[config.mk]
export PLATFORM = sky130hd
export DESIGN_NAME = fft_frame_arbiter
export DESIGN_NICKNAME = d
export VERILOG_FILES = /design/src/rtl/fft_frame_arbiter.sv
export SDC_FILE = /design/constraint.sdc
export NUM_CORES = 1
export LEC_CHECK = 0
export CAP_MARGIN = 10
export CORE_ASPECT_RATIO = 0.5
export CORE_MARGIN = 4
export CORE_UTILIZATION = 37
export DETAILED_ROUTE_END_ITERATION = 12
export MAX_ROUTING_LAYER = met4
export PLACE_DENSITY = 0.76
export RECOVER_POWER = 100
export SLEW_MARGIN = 10
export SYNTH_ARGS = -nofsm -noshare
export SYNTH_HDL_FRONTEND = slang
export SYNTH_SLANG_ARGS = --single-unit
[constraint.sdc]
create_clock -name iclk -period 2.1 [get_ports iclk]
set_input_delay 0.525 -clock iclk [delete_from_list [all_inputs] [get_ports iclk]]
set_output_delay 0.525 -clock iclk [all_outputs]
set_load 0.005 [all_outputs]
[src/rtl/fft_frame_arbiter.sv]
`default_nettype none
// ============================================================================
// fft_frame_arbiter : round-robin frame scheduler sharing one FFT core between
// two sources. Optional checker macro: FFT_ARB_ERR_CHK_EN.   Rev 1.0
// ============================================================================
module fft_frame_arbiter #(
  parameter int FFT_STAGE    = 10,
  parameter int MULT_WIDTH_P = 18,
  parameter int GAP_CYCLES   = 5,
  parameter int TAG_DEPTH    = 4
) (
  input  logic                    iclk,
  input  logic                    rst_n,
  input  logic                    req0,
  input  logic                    req1,
  output logic                    gnt0,
  output logic                    gnt1,
  output logic [FFT_STAGE-1:0]    src_addr,
  input  logic [MULT_WIDTH_P-1:0] src0_real,
  input  logic [MULT_WIDTH_P-1:0] src0_imag,
  input  logic [MULT_WIDTH_P-1:0] src1_real,
  input  logic [MULT_WIDTH_P-1:0] src1_imag,
  output logic [FFT_STAGE-1:0]    core_iaddr,
  output logic [MULT_WIDTH_P-1:0] core_iReal,
  output logic [MULT_WIDTH_P-1:0] core_iImag,
  output logic                    core_ien,
  input  logic [FFT_STAGE-1:0]    core_oaddr,
  input  logic [MULT_WIDTH_P-1:0] core_oReal,
  input  logic [MULT_WIDTH_P-1:0] core_oImag,
  input  logic                    core_oen,
  output logic                    out0_en,
  output logic                    out1_en,
  output logic [FFT_STAGE-1:0]    out_addr,
  output logic [MULT_WIDTH_P-1:0] out_real,
  output logic [MULT_WIDTH_P-1:0] out_imag,
  output logic                    busy,
  output logic                    err
);

  localparam int TAG_AW = $clog2(TAG_DEPTH);
  localparam int CNT_W  = TAG_AW + 1;
  localparam int GAP_W  = $clog2(GAP_CYCLES + 1);

  localparam logic [FFT_STAGE-1:0] LAST_ADDR  = {FFT_STAGE{1'b1}};
  localparam logic [CNT_W-1:0]     FULL_COUNT = CNT_W'(TAG_DEPTH);
  // The IDLE cycle in which the next grant is decided is the final gap cycle,
  // so the GAP state itself only lasts GAP_CYCLES-1 cycles.
  localparam bit                   HAS_GAP_ST = (GAP_CYCLES > 1);
  localparam logic [GAP_W-1:0]     GAP_LAST   = GAP_W'((GAP_CYCLES > 1) ? (GAP_CYCLES - 2) : 0);

  localparam logic [1:0] ST_IDLE = 2'd0;
  localparam logic [1:0] ST_XFER = 2'd1;
  localparam logic [1:0] ST_GAP  = 2'd2;

  logic [1:0]           state_q, state_d;
  logic                 gnt0_q, gnt0_d;
  logic                 gnt1_q, gnt1_d;
  logic [FFT_STAGE-1:0] src_addr_q, src_addr_d;
  logic                 last_q, last_d;
  logic [GAP_W-1:0]     gap_cnt_q, gap_cnt_d;

  logic                 p1_vld_q, p1_vld_d;
  logic                 p1_sel_q, p1_sel_d;
  logic [FFT_STAGE-1:0] p1_addr_q, p1_addr_d;

  logic                    core_ien_q, core_ien_d;
  logic [FFT_STAGE-1:0]    core_iaddr_q, core_iaddr_d;
  logic [MULT_WIDTH_P-1:0] core_ireal_q, core_ireal_d;
  logic [MULT_WIDTH_P-1:0] core_iimag_q, core_iimag_d;

  logic [TAG_DEPTH-1:0] tag_mem_q, tag_mem_d;
  logic [TAG_AW-1:0]    wr_ptr_q, wr_ptr_d;
  logic [TAG_AW-1:0]    rd_ptr_q, rd_ptr_d;
  logic [CNT_W-1:0]     count_q, count_d;

  logic                    out0_en_q, out0_en_d;
  logic                    out1_en_q, out1_en_d;
  logic [FFT_STAGE-1:0]    out_addr_q, out_addr_d;
  logic [MULT_WIDTH_P-1:0] out_real_q, out_real_d;
  logic [MULT_WIDTH_P-1:0] out_imag_q, out_imag_d;

  logic w_fifo_full;
  logic w_fifo_nonempty;
  logic w_head_tag;
  logic w_push;
  logic w_push_tag;
  logic w_pop;

  assign w_fifo_full     = (count_q == FULL_COUNT);
  assign w_fifo_nonempty = (count_q != '0);
  assign w_head_tag      = tag_mem_q[rd_ptr_q];
  assign w_pop           = core_oen & (core_oaddr == LAST_ADDR) & w_fifo_nonempty;

  always_comb begin
    state_d    = state_q;
    gnt0_d     = gnt0_q;
    gnt1_d     = gnt1_q;
    src_addr_d = src_addr_q;
    last_d     = last_q;
    gap_cnt_d  = gap_cnt_q;
    w_push     = 1'b0;
    w_push_tag = 1'b0;
    case (state_q)
      ST_IDLE: begin
        if ((req0 | req1) && !w_fifo_full) begin
          // Source 1 wins when it is alone, or when both ask and 0 was served last.
          w_push_tag = req1 & (~req0 | ~last_q);
          w_push     = 1'b1;
          gnt0_d     = ~w_push_tag;
          gnt1_d     = w_push_tag;
          src_addr_d = '0;
          last_d     = w_push_tag;
          state_d    = ST_XFER;
        end
      end
      ST_XFER: begin
        if (src_addr_q == LAST_ADDR) begin
          gnt0_d     = 1'b0;
          gnt1_d     = 1'b0;
          src_addr_d = '0;
          gap_cnt_d  = '0;
          state_d    = HAS_GAP_ST ? ST_GAP : ST_IDLE;
        end else begin
          src_addr_d = src_addr_q + FFT_STAGE'(1);
        end
      end
      ST_GAP: begin
        if (gap_cnt_q == GAP_LAST) begin
          state_d = ST_IDLE;
        end else begin
          gap_cnt_d = gap_cnt_q + GAP_W'(1);
        end
      end
      default: begin
        state_d = ST_IDLE;
        gnt0_d  = 1'b0;
        gnt1_d  = 1'b0;
      end
    endcase
  end

  always_comb begin
    p1_vld_d     = gnt0_q | gnt1_q;
    p1_sel_d     = gnt1_q;
    p1_addr_d    = src_addr_q;
    core_ien_d   = p1_vld_q;
    core_iaddr_d = p1_vld_q ? p1_addr_q : '0;
    core_ireal_d = '0;
    core_iimag_d = '0;
    if (p1_vld_q) begin
      core_ireal_d = p1_sel_q ? src1_real : src0_real;
      core_iimag_d = p1_sel_q ? src1_imag : src0_imag;
    end
  end

  always_comb begin
    tag_mem_d = tag_mem_q;
    wr_ptr_d  = wr_ptr_q;
    rd_ptr_d  = rd_ptr_q;
    if (w_push) begin
      tag_mem_d[wr_ptr_q] = w_push_tag;
      wr_ptr_d            = wr_ptr_q + TAG_AW'(1);
    end
    if (w_pop) begin
      rd_ptr_d = rd_ptr_q + TAG_AW'(1);
    end
    count_d = count_q + CNT_W'(w_push) - CNT_W'(w_pop);
  end

  // Samples arriving with no frame outstanding are dropped.
  always_comb begin
    out0_en_d  = core_oen & w_fifo_nonempty & ~w_head_tag;
    out1_en_d  = core_oen & w_fifo_nonempty & w_head_tag;
    out_addr_d = core_oaddr;
    out_real_d = core_oReal;
    out_imag_d = core_oImag;
  end

  always_ff @(posedge iclk or negedge rst_n) begin
    if (!rst_n) begin
      state_q      <= ST_IDLE;
      gnt0_q       <= 1'b0;
      gnt1_q       <= 1'b0;
      src_addr_q   <= '0;
      last_q       <= 1'b1;
      gap_cnt_q    <= '0;
      p1_vld_q     <= 1'b0;
      p1_sel_q     <= 1'b0;
      p1_addr_q    <= '0;
      core_ien_q   <= 1'b0;
      core_iaddr_q <= '0;
      core_ireal_q <= '0;
      core_iimag_q <= '0;
      tag_mem_q    <= '0;
      wr_ptr_q     <= '0;
      rd_ptr_q     <= '0;
      count_q      <= '0;
      out0_en_q    <= 1'b0;
      out1_en_q    <= 1'b0;
      out_addr_q   <= '0;
      out_real_q   <= '0;
      out_imag_q   <= '0;
    end else begin
      state_q      <= state_d;
      gnt0_q       <= gnt0_d;
      gnt1_q       <= gnt1_d;
      src_addr_q   <= src_addr_d;
      last_q       <= last_d;
      gap_cnt_q    <= gap_cnt_d;
      p1_vld_q     <= p1_vld_d;
      p1_sel_q     <= p1_sel_d;
      p1_addr_q    <= p1_addr_d;
      core_ien_q   <= core_ien_d;
      core_iaddr_q <= core_iaddr_d;
      core_ireal_q <= core_ireal_d;
      core_iimag_q <= core_iimag_d;
      tag_mem_q    <= tag_mem_d;
      wr_ptr_q     <= wr_ptr_d;
      rd_ptr_q     <= rd_ptr_d;
      count_q      <= count_d;
      out0_en_q    <= out0_en_d;
      out1_en_q    <= out1_en_d;
      out_addr_q   <= out_addr_d;
      out_real_q   <= out_real_d;
      out_imag_q   <= out_imag_d;
    end
  end

`ifdef FFT_ARB_ERR_CHK_EN
  logic                 err_q, err_d;
  logic                 in_frame_q, in_frame_d;
  logic [FFT_STAGE-1:0] exp_addr_q, exp_addr_d;

  // A frame opens at oaddr 0 and closes after oaddr N-1; inside it addresses must step by one.
  always_comb begin
    err_d      = err_q;
    in_frame_d = in_frame_q;
    exp_addr_d = exp_addr_q;
    if (core_oen) begin
      if (!w_fifo_nonempty) begin
        err_d = 1'b1;
      end
      if (in_frame_q && (core_oaddr != exp_addr_q)) begin
        err_d = 1'b1;
      end
      in_frame_d = (in_frame_q | (core_oaddr == '0)) & (core_oaddr != LAST_ADDR);
      exp_addr_d = core_oaddr + FFT_STAGE'(1);
    end
  end

  always_ff @(posedge iclk or negedge rst_n) begin
    if (!rst_n) begin
      err_q      <= 1'b0;
      in_frame_q <= 1'b0;
      exp_addr_q <= '0;
    end else begin
      err_q      <= err_d;
      in_frame_q <= in_frame_d;
      exp_addr_q <= exp_addr_d;
    end
  end

  assign err = err_q;
`else
  assign err = 1'b0;
`endif

  assign gnt0       = gnt0_q;
  assign gnt1       = gnt1_q;
  assign src_addr   = src_addr_q;
  assign core_ien   = core_ien_q;
  assign core_iaddr = core_iaddr_q;
  assign core_iReal = core_ireal_q;
  assign core_iImag = core_iimag_q;
  assign out0_en    = out0_en_q;
  assign out1_en    = out1_en_q;
  assign out_addr   = out_addr_q;
  assign out_real   = out_real_q;
  assign out_imag   = out_imag_q;
  assign busy       = (state_q != ST_IDLE) | w_fifo_nonempty;

endmodule
`default_nettype wire
==> metrics.md <==
| Metric | Value |
|---|---|
| Met3 wire length | around 470 microns |
| Clk_skew | 0.00793 ns |
| Final period util | 105% |
| Static Leak | 3.63 nW |
| Syn avg cell area | roughly 14 sq um |
| Actual slew at the worst max-slew pin | 0.943 ns |
| Vias in the first global route | 3889 |
| Final WS setup | -0.110 ns |
| Post-synth ARST share | 100% |
| Grt ovf | 0 |
| Max-Slew Margin vs Limit | between 30% and 40% |
| Starting Density | between 30% and 40% |
| Cell chosen for the clock root | clkbuf_16 |
| Post-Syn Nets | 488 |
| Chip width | roughly 170 microns |
| CP endpoint kind | register |
| Yosys warns | 0 |
| Clock Latency Late Sink | roughly 0.4 ns |
| Hold slack final | 0.376 ns |
| Layout cells sized above 1 | roughly 13% |
| Overall routing resource usage | 18.3% |
| Antenna violations before repair | 0 |
| Pwr Total | 0.00942 W |
| Hold Fails Final Rpt | 0 |
| Pin count of the biggest net entering global routing | 51 |
| Core area | 12900 sq um |
| Hold path depth | 1 |
| Placed Area | 7690 sq um |
| Routed WL | 13.5 mm |
| Top Layer Used | met4 |
| Hold crit path type | in2reg |
| CTS tree | done |
| Routed Antenna Nets | 0 |
| Post-synth EDFFs | 0 |
| Worst VDD drop | 0.571 mV |
| DRC Markers | 0 |
| Fin crit period | 2.21 ns |
| PD cells | approximately 1100 nW/um^2 |
| Drt pass-1 iters | 4 |
| Highest clock rate | ~450 MHz |
| Routed len/inst | 16.8 microns |
| Clock sink count | 136 |
| Post-synthesis cell count | 355 |
| DR WL met2 | approximately 7.6 mm |
| Vias | 3628 |
| Final setup viols | 1 |
| Largest cells by area after synthesis | dfrtp_1 68%, mux2i_1 7.7%, nor2b_1 4.8%, ha_1 2.3%, nand2_1 1.7% |
| FF-to-FF path depth | 10 |
| Number of CTS-inserted buffers | 17 |
| IO buf count | 230 |
| Yosys reg bits | 136 |
| Layout Cell Area excl Fill | roughly 8300 sq um |
| Layout area overhead | 68.0% |
| Startpoint Class | register |
| Cell variety after synth | 44 |
| Vias per cell | 4.51 |
| First-pass GRT wire length | between 20 and 25 mm |
| Die H | 89.8 microns |
| CP Max Fanout | 2 |
| Reg-to-reg endpoint | count_q[2] |
| Seq/Total Area, Yosys | between 60% and 70% |
| Core Rows | 29 |
| Diode count | 0 |
| Most common cell after layout, fill and taps aside | clkdlybuf4s50_1 |
| RSZ-0062 raised after global routing | yes |
| Global placement routability congestion | 0.820 |
| Synth top area share | 68.2% |
| Final net count | 754 |
| Most frequent cells in the layout | 182 x clkdlybuf4s50_1, 135 x dfrtp_1, 38 x mux2i_1, 38 x nor2b_1, 37 x dlygate4sd3_1 |
| Max-cap violations | 0 |
| Status | finished, violations left |
| Failing checks | negative setup slack |
| IO Pins | 232 |
| CTS HTree Levels | 4 |
| Reg clk slew, reported paths | 0.06 ns |
| CTS max path bufs | 2 |
| Crit path arrival time | 2.49 ns |
| WHS Endpoint | out_addr[9] |
| Reg2reg setup slack | -0.11 ns |
| Synth area leader | dfrtp_1 |
| Hpwl dp | approximately 10 mm |
| Req. time, crit path | 2.38 ns |
| Critical path class | reg2reg |
| M1 WL | around 5.1 mm |
| Drt initial violations | 139 |
| Post-Syn Area | just under 5000 sq um |
| R2R Path Start | count_q[2] |
| Die footprint | 15400 sq um |
| Main synth FF type | dfrtp_1 |
| Hold Startpoint | core_oaddr[9] |
| Slew Viols, Final | 0 |
[cells by family (layout without fill, tap and decap cells)]
logic type	after synthesis	count (layout)	synth area share, %
AO/OA/AOI/OAI	22	22	2.70
XOR/XNOR	10	10	1.77
adder cells (fa/ha/maj)	10	10	2.68
buffers and inverters	23	302	1.94
flip-flops	136	136	68.7
multiplexers	45	45	9.50
other	1	1	0.0757
AND/OR/NAND/NOR	108	108	12.6
[flip-flops by register name (all words and copies together), names as in the netlist, 3 cells and up]
register	cells
core_iImag	18
out_real	18
gap_cnt_q	3
src_addr	10
core_iaddr	10
p1_addr_q	10
count_q	3
out_addr	10
tag_mem_q	4
core_iReal	18
out_imag	18
[synthesized netlist by cell type (2+ instances only)]
library cell  count
dfrtp_1         135
mux2i_1          38
nor2b_1          38
nand2_1          22
and2_1           10
ha_1              9
inv_1             8
nor2_1            8
clkbuf_1          7
o21ai_0           7
xnor2_1           6
nor3_1            5
a21oi_1           4
mux2_1            4
nand4_1           4
or3_1             4
xor2_1            4
buf_1             3
o31ai_1           3
or4_1             3
a22o_1            2
and4_1            2
buf_2             2
buf_4             2
mux2_2            2
nand3_1           2
nor4_1            2
nor4b_1           2
o21ai_1           2
[critical path, cell delays in order, from the launching register on]
cell and delay [ns]:
dfrtp_1 0.40, buf_6 0.13, nor3b_4 0.15, nor4_4 0.26
inv_2 0.09, ha_4 0.27, inv_2 0.03, ha_4 0.14
fa_2 0.35, xnor2_2 0.14, xnor2_1 0.13
[metal layers]
| metal | vias up | global-route usage [%] |
|---|---|---|
| met2 | 79 | 33.1 |
| li1 | 1730 | - |
| met5 | - | - |
| met3 | 22 | 3.37 |
| met1 | 1797 | 20.2 |
| met4 | 0 | 6.46 |
[report_power, final]
| part | leakage [nW] | switching [W] | internal (W) |
|---|---|---|---|
| registers | 1.69 | 0.000382 | 0.00328 |
| logic | 1.67 | 0.00110 | 0.00177 |
| clock network | 0.273 | 0.00113 | 0.00175 |
[how the worst max path moves through the flow]
stage,startpoint,endpoint,slack [ns]
floorplan,count_q[2],count_q[2],-0.15
global placement,core_oen,count_q[2],-0.58
detailed placement,core_oen,count_q[2],-0.59
CTS,core_oen,count_q[2],-0.12
global route,count_q[2],count_q[2],-0.17
finish,count_q[2],count_q[2],-0.11
[repair_timing]
action | in CTS | in global routing
hold endpoints to repair | 26 | 0
setup endpoints to repair | 3 | 5
buffers inserted | 0 | 2
gates resized for setup | 8 | 19
gates cloned | 0 | 0
hold buffers | 1 | 0
pin swaps | 1 | 4
[final cells by class]
| class | instances | area (sq um) |
|---|---|---|
| Fill cell | 967 | 4560 |
| Sequential cell | 136 | 3400 |
| Timing Repair Buffer | 261 | 2530 |
| Multi-Input combinational cell | 196 | 1560 |
| Clock buffer | 18 | 429 |
| Tap cell | 170 | 213 |
| Clock inverter | 14 | 149 |
| Inverter | 9 | 33.8 |
[per-stage QoR]
step | util [%] | setup TNS, ns | instances | worst slack [ns]
6_report | 64.6 | -0.110 | 804 | -0.110
5_1_grt | 64.6 | -0.316 | 804 | -0.165
4_1_cts | 64.5 | -0.119 | 802 | -0.119
3_5_place_dp | 59.7 | -1.46 | 769 | -0.594
3_3_place_gp | 59.7 | -1.43 | 769 | -0.577
2_1_floorplan | - | -0.169 | 355 | -0.151
No activity file was read; power rests on OpenSTA's default activity.
